**src/rtl/conv_pkg.sv**
```systemverilog
// rtl/conv_pkg.sv - shared defaults, state codes and derived sizes for the conv frame sequencer
package conv_pkg;

  localparam int N_DEF = 5;
  localparam int M_DEF = 5;
  localparam int K_DEF = 3;

  localparam int COL_W = $clog2(N_DEF);
  localparam int ROW_W = $clog2(M_DEF);

  typedef logic [1:0] state_t;
  localparam state_t S_IDLE  = 2'd0;
  localparam state_t S_CLR   = 2'd1;
  localparam state_t S_RUN   = 2'd2;
  localparam state_t S_FLUSH = 2'd3;

  // Number of fully covered KxK windows in an MxN image.
  function automatic int out_per_frame(input int n, input int m, input int k);
    return (n - k + 1) * (m - k + 1);
  endfunction

  localparam int OUT_PER_FRAME = out_per_frame(N_DEF, M_DEF, K_DEF);

endpackage

```
**src/rtl/conv_pos_cnt.sv**
```systemverilog
// rtl/conv_pos_cnt.sv - row/column position counter with wrap, enable and clear
module conv_pos_cnt
  import conv_pkg::*;
#(
  parameter int N  = N_DEF,
  parameter int M  = M_DEF,
  parameter int K  = K_DEF,
  parameter int CW = COL_W,
  parameter int RW = ROW_W
) (
  input  logic          clk,
  input  logic          reset,
  input  logic          clr,
  input  logic          en,
  output logic [RW-1:0] row,
  output logic [CW-1:0] col,
  output logic          win_ok,
  output logic          frame_end
);

  assign win_ok    = (row >= RW'(K - 1)) && (col >= CW'(K - 1));
  assign frame_end = (row == RW'(M - 1)) && (col == CW'(N - 1));

  always_ff @(posedge clk or negedge reset) begin
    if (!reset) begin
      row <= '0;
      col <= '0;
    end else if (clr) begin
      row <= '0;
      col <= '0;
    end else if (en) begin
      if (col == CW'(N - 1)) begin
        col <= '0;
        row <= (row == RW'(M - 1)) ? '0 : row + 1'b1;
      end else begin
        col <= col + 1'b1;
      end
    end
  end

endmodule

```
**src/rtl/conv_frame_ctrl.sv**
```systemverilog
// rtl/conv_frame_ctrl.sv - frame sequencer for the 3x3 conv datapath; CONV_FRAME_CTRL_STATS_EN adds frame/stall counters
module conv_frame_ctrl
  import conv_pkg::*;
#(
  parameter int N  = N_DEF,
  parameter int M  = M_DEF,
  parameter int K  = K_DEF,
  parameter int DW = 8,
  parameter int OW = 16
) (
  input  logic          clk,
  input  logic          reset,
  input  logic          start,
  output logic          busy,
  output logic          done,
  input  logic          s_valid,
  output logic          s_ready,
  input  logic [DW-1:0] s_data,
  output logic          adv,
  output logic [DW-1:0] pix,
  output logic          conv_clr,
  input  logic [OW-1:0] conv_pxl,
  output logic          m_valid,
  input  logic          m_ready,
  output logic [OW-1:0] m_data,
  output logic          m_last
`ifdef CONV_FRAME_CTRL_STATS_EN
  ,
  output logic [15:0]   frame_cnt,
  output logic [15:0]   stall_cnt
`endif
);

  localparam int OPF = out_per_frame(N, M, K);
  localparam int OCW = $clog2(OPF + 1);
  localparam int CW  = $clog2(N);
  localparam int RW  = $clog2(M);

  state_t         state;
  logic [RW-1:0]  row;
  logic [CW-1:0]  col;
  logic           win_ok;
  logic           frame_end;
  logic [OCW-1:0] out_cnt;
  logic           hs;

  assign busy     = (state != S_IDLE);
  assign conv_clr = (state == S_CLR);
  assign s_ready  = (state == S_RUN) && (!m_valid || m_ready);
  assign adv      = s_valid && s_ready;
  assign pix      = s_data;
  assign m_data   = conv_pxl;
  assign hs       = m_valid && m_ready;

  conv_pos_cnt #(.N(N), .M(M), .K(K), .CW(CW), .RW(RW)) u_pos (
    .clk       (clk),
    .reset     (reset),
    .clr       (conv_clr),
    .en        (adv),
    .row       (row),
    .col       (col),
    .win_ok    (win_ok),
    .frame_end (frame_end)
  );

  // A start arriving while done is still high is dropped; it must be held to count.
  always_ff @(posedge clk or negedge reset) begin
    if (!reset) begin
      state <= S_IDLE;
      done  <= 1'b0;
    end else begin
      done <= 1'b0;
      case (state)
        S_IDLE:  if (start && !done) state <= S_CLR;
        S_CLR:   state <= S_RUN;
        S_RUN:   if (adv && frame_end) state <= S_FLUSH;
        S_FLUSH: if (hs) begin
          state <= S_IDLE;
          done  <= 1'b1;
        end
        default: state <= S_IDLE;
      endcase
    end
  end

  // adv implies the held result is gone, so an accepted pixel always rewrites m_valid.
  always_ff @(posedge clk or negedge reset) begin
    if (!reset) begin
      m_valid <= 1'b0;
      m_last  <= 1'b0;
      out_cnt <= '0;
    end else if (conv_clr) begin
      m_valid <= 1'b0;
      m_last  <= 1'b0;
      out_cnt <= '0;
    end else if (adv) begin
      m_valid <= win_ok;
      m_last  <= win_ok && (out_cnt == OCW'(OPF - 1));
      if (win_ok) out_cnt <= out_cnt + 1'b1;
    end else if (hs) begin
      m_valid <= 1'b0;
      m_last  <= 1'b0;
    end
  end

`ifdef CONV_FRAME_CTRL_STATS_EN
  always_ff @(posedge clk or negedge reset) begin
    if (!reset) begin
      frame_cnt <= '0;
      stall_cnt <= '0;
    end else begin
      if (done) frame_cnt <= frame_cnt + 1'b1;
      if (conv_clr) begin
        stall_cnt <= '0;
      end else if ((state == S_RUN || state == S_FLUSH) && m_valid && !m_ready
                   && stall_cnt != 16'hFFFF) begin
        stall_cnt <= stall_cnt + 1'b1;
      end
    end
  end
`endif

endmodule
```
**config.mk**
```make
export PLATFORM = sky130hd
export DESIGN_NAME = conv_frame_ctrl
export DESIGN_NICKNAME = d
export VERILOG_FILES = /design/src/rtl/conv_pkg.sv /design/src/rtl/conv_pos_cnt.sv /design/src/rtl/conv_frame_ctrl.sv
export SDC_FILE = /design/constraint.sdc
export NUM_CORES = 1
export LEC_CHECK = 0
export CORE_MARGIN = 3
export CORE_UTILIZATION = 25
export CTS_CLUSTER_SIZE = 24
export DETAILED_ROUTE_END_ITERATION = 12
export PLACE_DENSITY_LB_ADDON = 0.05
export REMOVE_ABC_BUFFERS = 1
export SYNTH_ARGS = -nofsm -noshare
export SYNTH_HDL_FRONTEND = slang
export SYNTH_SLANG_ARGS = --single-unit
```
**constraint.sdc**
```tcl
create_clock -name clk -period 1.9 [get_ports clk]
set_clock_uncertainty 0.1 [all_clocks]
set_input_delay 0.285 -clock clk [delete_from_list [all_inputs] [get_ports clk]]
set_output_delay 0.285 -clock clk [all_outputs]
set_load 0.02 [all_outputs]
```
# After elaboration in Yosys (flattened, before gate mapping)
# Index checks and enable logic that the tools add are counted.
[word_totals]
word_cells = 62
ff_bits = 15
[op_classes]
eq_ne = 9
n_mux = 21
add_sub_neg = 3
magnitude_cmp = 2
reduce_logical = 20
[ops]
columns = ["operator", "n"]
rows = [
  ["$mux 3", 7],
  ["$mux 4", 3],
  ["$logic_and 1x1->1", 8],
  ["$pmux 2 s4", 1],
  ["$reduce_bool 2->1", 4],
  ["$mux 1", 7],
  ["$add 3x1->3 const B", 2],
  ["$eq 3x3->1 const B", 2],
  ["$ge 3x2->1 const B", 2],
  ["$mux 2", 3],
  ["$add 4x1->4 const B", 1],
  ["$eq 2x2->1 const B", 2],
  ["$eq 4x4->1 const B", 1],
  ["$ne 2x2->1 const B", 2],
  ["$reduce_and 2->1", 2],
  ["$reduce_and 3->1", 1],
  ["$reduce_bool 3->1", 1],
  ["$eq 2x1->1 const B", 1],
  ["$logic_not 1->1", 2],
  ["$logic_not 2->1", 1],
  ["$ne 2x1->1 const B", 1],
  ["$logic_or 1x1->1", 1],
]

# Longest topological paths before layout
[logic_depth]
word_depth = 7
mapped_depth = 7
mapped_depth_nobuf = 6

# Cells and area by module
# From an unflattened synthesis, not the netlist that was laid out.
[hier_totals]
hier_cells = 117
hier_area_um2 = 1098.6
[modules_own_cells]
columns = ["mod", "n_inst", "cells_each", "area_per_inst_um2"]
rows = [
  ["conv_frame_ctrl", 1, 77, 723.2],
  ["conv_pos_cnt", 1, 40, 375.4],
]

# Least setup slack after synthesis
# OpenSTA, ideal clock, no wires.
[synth_path]
path_type = "register to register"
start = "register state[0]"
end = "register out_cnt[2]"
period_less_slack_ns = 1.726
arrival_ns = 1.498
setup_slack_ns = 0.174
path_buffers = 1
path_stages_with_launch = 7
setup_ns = 0.128
required_time_ns = 1.672
cell_sequence = "dfrtp_1 > inv_1 > ha_1 > nand3_1 > buf_2 > nor3_1 > mux2_1"
[synth_between]
elab_chain_len = 5
elab_cells_between_ends = 8
[synth_rtl]
columns = ["item", "line", "rtl"]
rows = [
  ["start, declared", "conv_frame_ctrl.sv:39", "state_t state;"],
  ["start signal, assigned", "conv_frame_ctrl.sv:69", "state <= S_IDLE;"],
  ["start signal, assigned", "conv_frame_ctrl.sv:74", "S_IDLE: if (start && !done) state <= S_CLR;"],
  ["start signal, assigned", "conv_frame_ctrl.sv:75", "S_CLR: state <= S_RUN;"],
  ["$eq 2x2->1", "conv_frame_ctrl.sv:49", "assign s_ready = (state == S_RUN) && (!m_valid || m_ready);"],
  ["$logic_and 1x1->1", "conv_frame_ctrl.sv:49", ""],
  ["$logic_and 1x1->1", "conv_frame_ctrl.sv:50", "assign adv = s_valid && s_ready;"],
  ["$reduce_bool 2->1 (no line)", "--", ""],
  ["$reduce_and 2->1 (no line)", "--", ""],
  ["end signal, assigned", "conv_frame_ctrl.sv:99", "if (win_ok) out_cnt <= out_cnt + 1'b1;"],
  ["end, declared", "conv_frame_ctrl.sv:44", "logic [OCW-1:0] out_cnt;"],
]
# Parallel ways exist; a longest one is shown, timed or not.
# A chain may end at the register's enable or synchronous reset.

# Worst setup path in the final report
[layout_path]
start = "register u_pos.col[0]"
end = "register m_valid"
[layout_between]
elab_chain_len = 4
[layout_rtl]
columns = ["item", "line", "rtl"]
rows = [
  ["start, declared", "conv_pos_cnt.sv:16", "output logic [CW-1:0] col,"],
  ["start signal, assigned", "conv_pos_cnt.sv:36", "col <= col + 1'b1;"],
  ["$ge 3x2->1", "conv_pos_cnt.sv:21", "assign win_ok = (row >= RW'(K - 1)) && (col >= CW'(K - 1));"],
  ["$logic_and 1x1->1", "conv_pos_cnt.sv:21", ""],
  ["$mux 1", "conv_frame_ctrl.sv:96", "end else if (adv) begin"],
  ["$mux 1", "conv_frame_ctrl.sv:92", "end else if (conv_clr) begin"],
  ["end signal, assigned", "conv_frame_ctrl.sv:97", "m_valid <= win_ok;"],
  ["end, declared", "conv_frame_ctrl.sv:23", "output logic m_valid,"],
]
# No other way between the ends.

==> out/qor.yml <==
post_synth.cell_area_avg_um2: 9.22
maximum_number_of_pins_on_one_net_before_global_route_repair: 16
critical_path.endpoint_type: "flip-flop"
timing.final.crit_share_pct: 95.8
viasPerCell: 4.64
synth_top_cell_area_share_pct: 33.1
detailedPlacementHpwl_um: 1900
antenna_violating_nets_post_route: 0
gp_congestion: 0.688
postSynth.asyncResetShare_pct: 100
total_power_mw: 1.34
comb_power_share_pct: 49.4
grt_first_pass_wirelength_um: 4180
switch_share_pct: 39.2
timing.reg2reg.setup_slack_ns: 0.08
cts_buffers: 3
wl_met1_um: 1200
placeableCoreArea_um2: 4170
netSwitchingPower_mw: 0.528
irDropWorstVdd_mv: 0.559
timing_max_transition_violations_final: 0
dominantRegCellSynth: "sky130_fd_sc_hd__dfrtp_1"
floorplan.io_pins: 60
netlist-cell-type-count: 30
sequentialPowerShare_pct: 31.0
starting_density_pct: 27.2
worst_skew_pair.late_latency_ns: 0.25
placement_rows: 23
timing.rr.end: "m_valid"
top_layer_used_by_detailed_routing: "met4"
post_synth_inst_count: 123
grt_antenna_before_repair: 0
cts_root_buffer: "sky130_fd_sc_hd__clkbuf_8"
route.met3.wl_um: 318
tritoncts_clock_tree: "built"
mappedNetlistArea_um2: 1130
cts.clk_slew.worst_paths_ns: 0.07
power.clock.fraction_pct: 19.7
power_leakage_nw: 0.574
finalCriticalPeriod_ns: 1.82
unrepaired_setup_endpoints_after_global_routing: "false"
run_status: "finished, final reports clean"
hold_buffers: 0
layout.cells.most_common_list: "sky130_fd_sc_hd__dfrtp_1, sky130_fd_sc_hd__ha_1, sky130_fd_sc_hd__buf_4"
vias: 802
multiInputGateArea_um2: 557
design.die.area_um2: 5380
critical_path_class: "reg2reg"
ctsLongestPathBuffers: 2
cts.htree.levels: 1
layout-drive-gt1-share_pct: 19.5
detailroute.wirelength.met2_um: 983
fp.dieH_um: 73.3
commonest_non_fill_non_tap_cell_in_the_layout: "sky130_fd_sc_hd__dfrtp_1"
max-slew-margin-rel_pct: 79.6
finalWirelength_um: 2530
antenna-diode-count: 0
area_growth_syn_to_layout_pct: 12.1
nFillCells: 422
power_density_normalized_to_cell_area_nw_per_um2: 1060
grt-ovfl-total: 0
total_of_flip_flops_plus_latches_after_synthesis: 15
setup-violations-final: 0
crit_path_start_kind: "flip-flop"
worst_ep_arrival_time_ns: 1.86
final_hold_violations: 0
hold_removal_path_class: "in2async"
pin_slew_with_the_least_headroom_to_its_limit_ns: 0.305
timing.setup.tns_ns: 0
dr.pass1.iters: 4
achievable-frequency_ghz: 0.549
max-cap-violations: 0
avgRoutedWirePerCell_um: 14.6
synth_sequential_area_ratio_pct: 33.1
grt_pass1_vias: 840
finish.net_count: 166
dr.first_iter.drc_count: 45
worst_r2r_startpoint: "u_pos.col[0]"
register_area_um2: 375
synthDominantAreaCellType: "sky130_fd_sc_hd__dfrtp_1"
synth_top_cells_by_area: "sky130_fd_sc_hd__dfrtp_1, sky130_fd_sc_hd__buf_4, sky130_fd_sc_hd__ha_1, sky130_fd_sc_hd__inv_1, sky130_fd_sc_hd__a21oi_1"
cts.sink_count: 15
number_of_port_buffers: 11
layout.core_utilization_pct: 30.5
fp.dieW_um: 73.3
grt_use_total_pct: 10.3
rr_worst_depth: 7
ys.warnings.count: 0
cellInternalPower_mw: 0.817
remaining_drc_errors: 0
worst_ep_required_time_ns: 1.94
synth_enable_flop_cells: 0
path_max_fanout: 5
[repair_timing]
action                                  in CTS  in global routing
endpoints found under the setup margin       5                  4
cloned                                       0                  0
buffers inserted                             0                  0
gates resized for setup                      5                  5
pin swaps                                    0                  1
[synth_stat cells (3+ instances only)]
library cell	number
sky130_fd_sc_hd__o31ai_1	3
sky130_fd_sc_hd__inv_1	10
sky130_fd_sc_hd__nand2_1	8
sky130_fd_sc_hd__nand2b_1	4
sky130_fd_sc_hd__dfrtp_1	15
sky130_fd_sc_hd__nor2_1	8
sky130_fd_sc_hd__nand3_1	5
sky130_fd_sc_hd__a21oi_1	7
sky130_fd_sc_hd__ha_1	13
sky130_fd_sc_hd__buf_4	24
[state kept, by name, indices dropped and copies added, names as in the netlist]
register	count
u_pos.col	3
m_last	1
out_cnt	4
state	2
done	1
u_pos.row	3
m_valid	1
[through the flow]
step	worst slack, ns	instance area [um^2]	hold WS (ns)	std cells
finish	0.0792	1270	0.250	173
global route	0.00911	1270	0.264	173
floorplan	0.0600	945	-0.111	97
global placement	-0.229	1200	0.455	169
detailed placement	-0.234	1200	0.439	169
CTS	0.00830	1240	0.253	173
[worst max-delay path by stage]
| stage | from | end | cells past startpoint |
|---|---|---|---|
| floorplan | state[0] | out_cnt[3] | 5 |
| global placement | m_ready | adv | 5 |
| detailed placement | m_ready | adv | 5 |
| CTS | state[1] | adv | 4 |
| global route | m_ready | out_cnt[3] | 6 |
| finish | u_pos.col[0] | m_valid | 7 |
[kinds of logic (layout without fill, tap and decap cells)]
| group | after synthesis | count (layout) | synth area share (%) |
|---|---|---|---|
| adder cells (fa/ha/maj) | 13 | 13 | 14.3 |
| buffers and inverters | 37 | 37 | 20.3 |
| AND/OR/NAND/NOR | 36 | 36 | 16.4 |
| multiplexers | 5 | 5 | 5.08 |
| flip-flops | 15 | 15 | 33.1 |
| AO/OA/AOI/OAI | 17 | 17 | 10.7 |
[worst max-delay path, stage by stage (launching register included)]
cell	delay (ns)
sky130_fd_sc_hd__dfrtp_1	0.38
sky130_fd_sc_hd__inv_1	0.09
sky130_fd_sc_hd__ha_1	0.19
sky130_fd_sc_hd__or3_1	0.41
sky130_fd_sc_hd__o31ai_4	0.11
sky130_fd_sc_hd__nor2_2	0.09
sky130_fd_sc_hd__buf_4	0.15
sky130_fd_sc_hd__o21ba_2	0.19
[power groups by stage]
stage | Sequential (mW) | Combinational (mW) | Clock (mW)
4_1_cts | 0.412 | 0.646 | 0.282
3_5_place_dp | 0.416 | 0.668 | 0
2_1_floorplan | 0.407 | 0.409 | 0
5_1_grt | 0.422 | 0.752 | 0.295
6_report | 0.417 | 0.664 | 0.265
3_3_place_gp | 0.414 | 0.672 | 0
[layer usage]
metal | vias to the layer above | GRT usage [%]
met5 | - | 0
met3 | 2 | 8.21
li1 | 384 | -
met2 | 52 | 13.1
met1 | 364 | 13.3
met4 | 0 | 2.41
[layout make-up]
class                           instances  area share [%]
Sequential cell                        15            29.5
Multi-Input combinational cell         71            43.8
Clock inverter                          1           0.394
Inverter                               11            3.25
Timing Repair Buffer                   22            14.9
Tap cell                               50            4.92
Clock buffer                            3            3.25
Note: power is estimated with default switching activity, not from simulation.
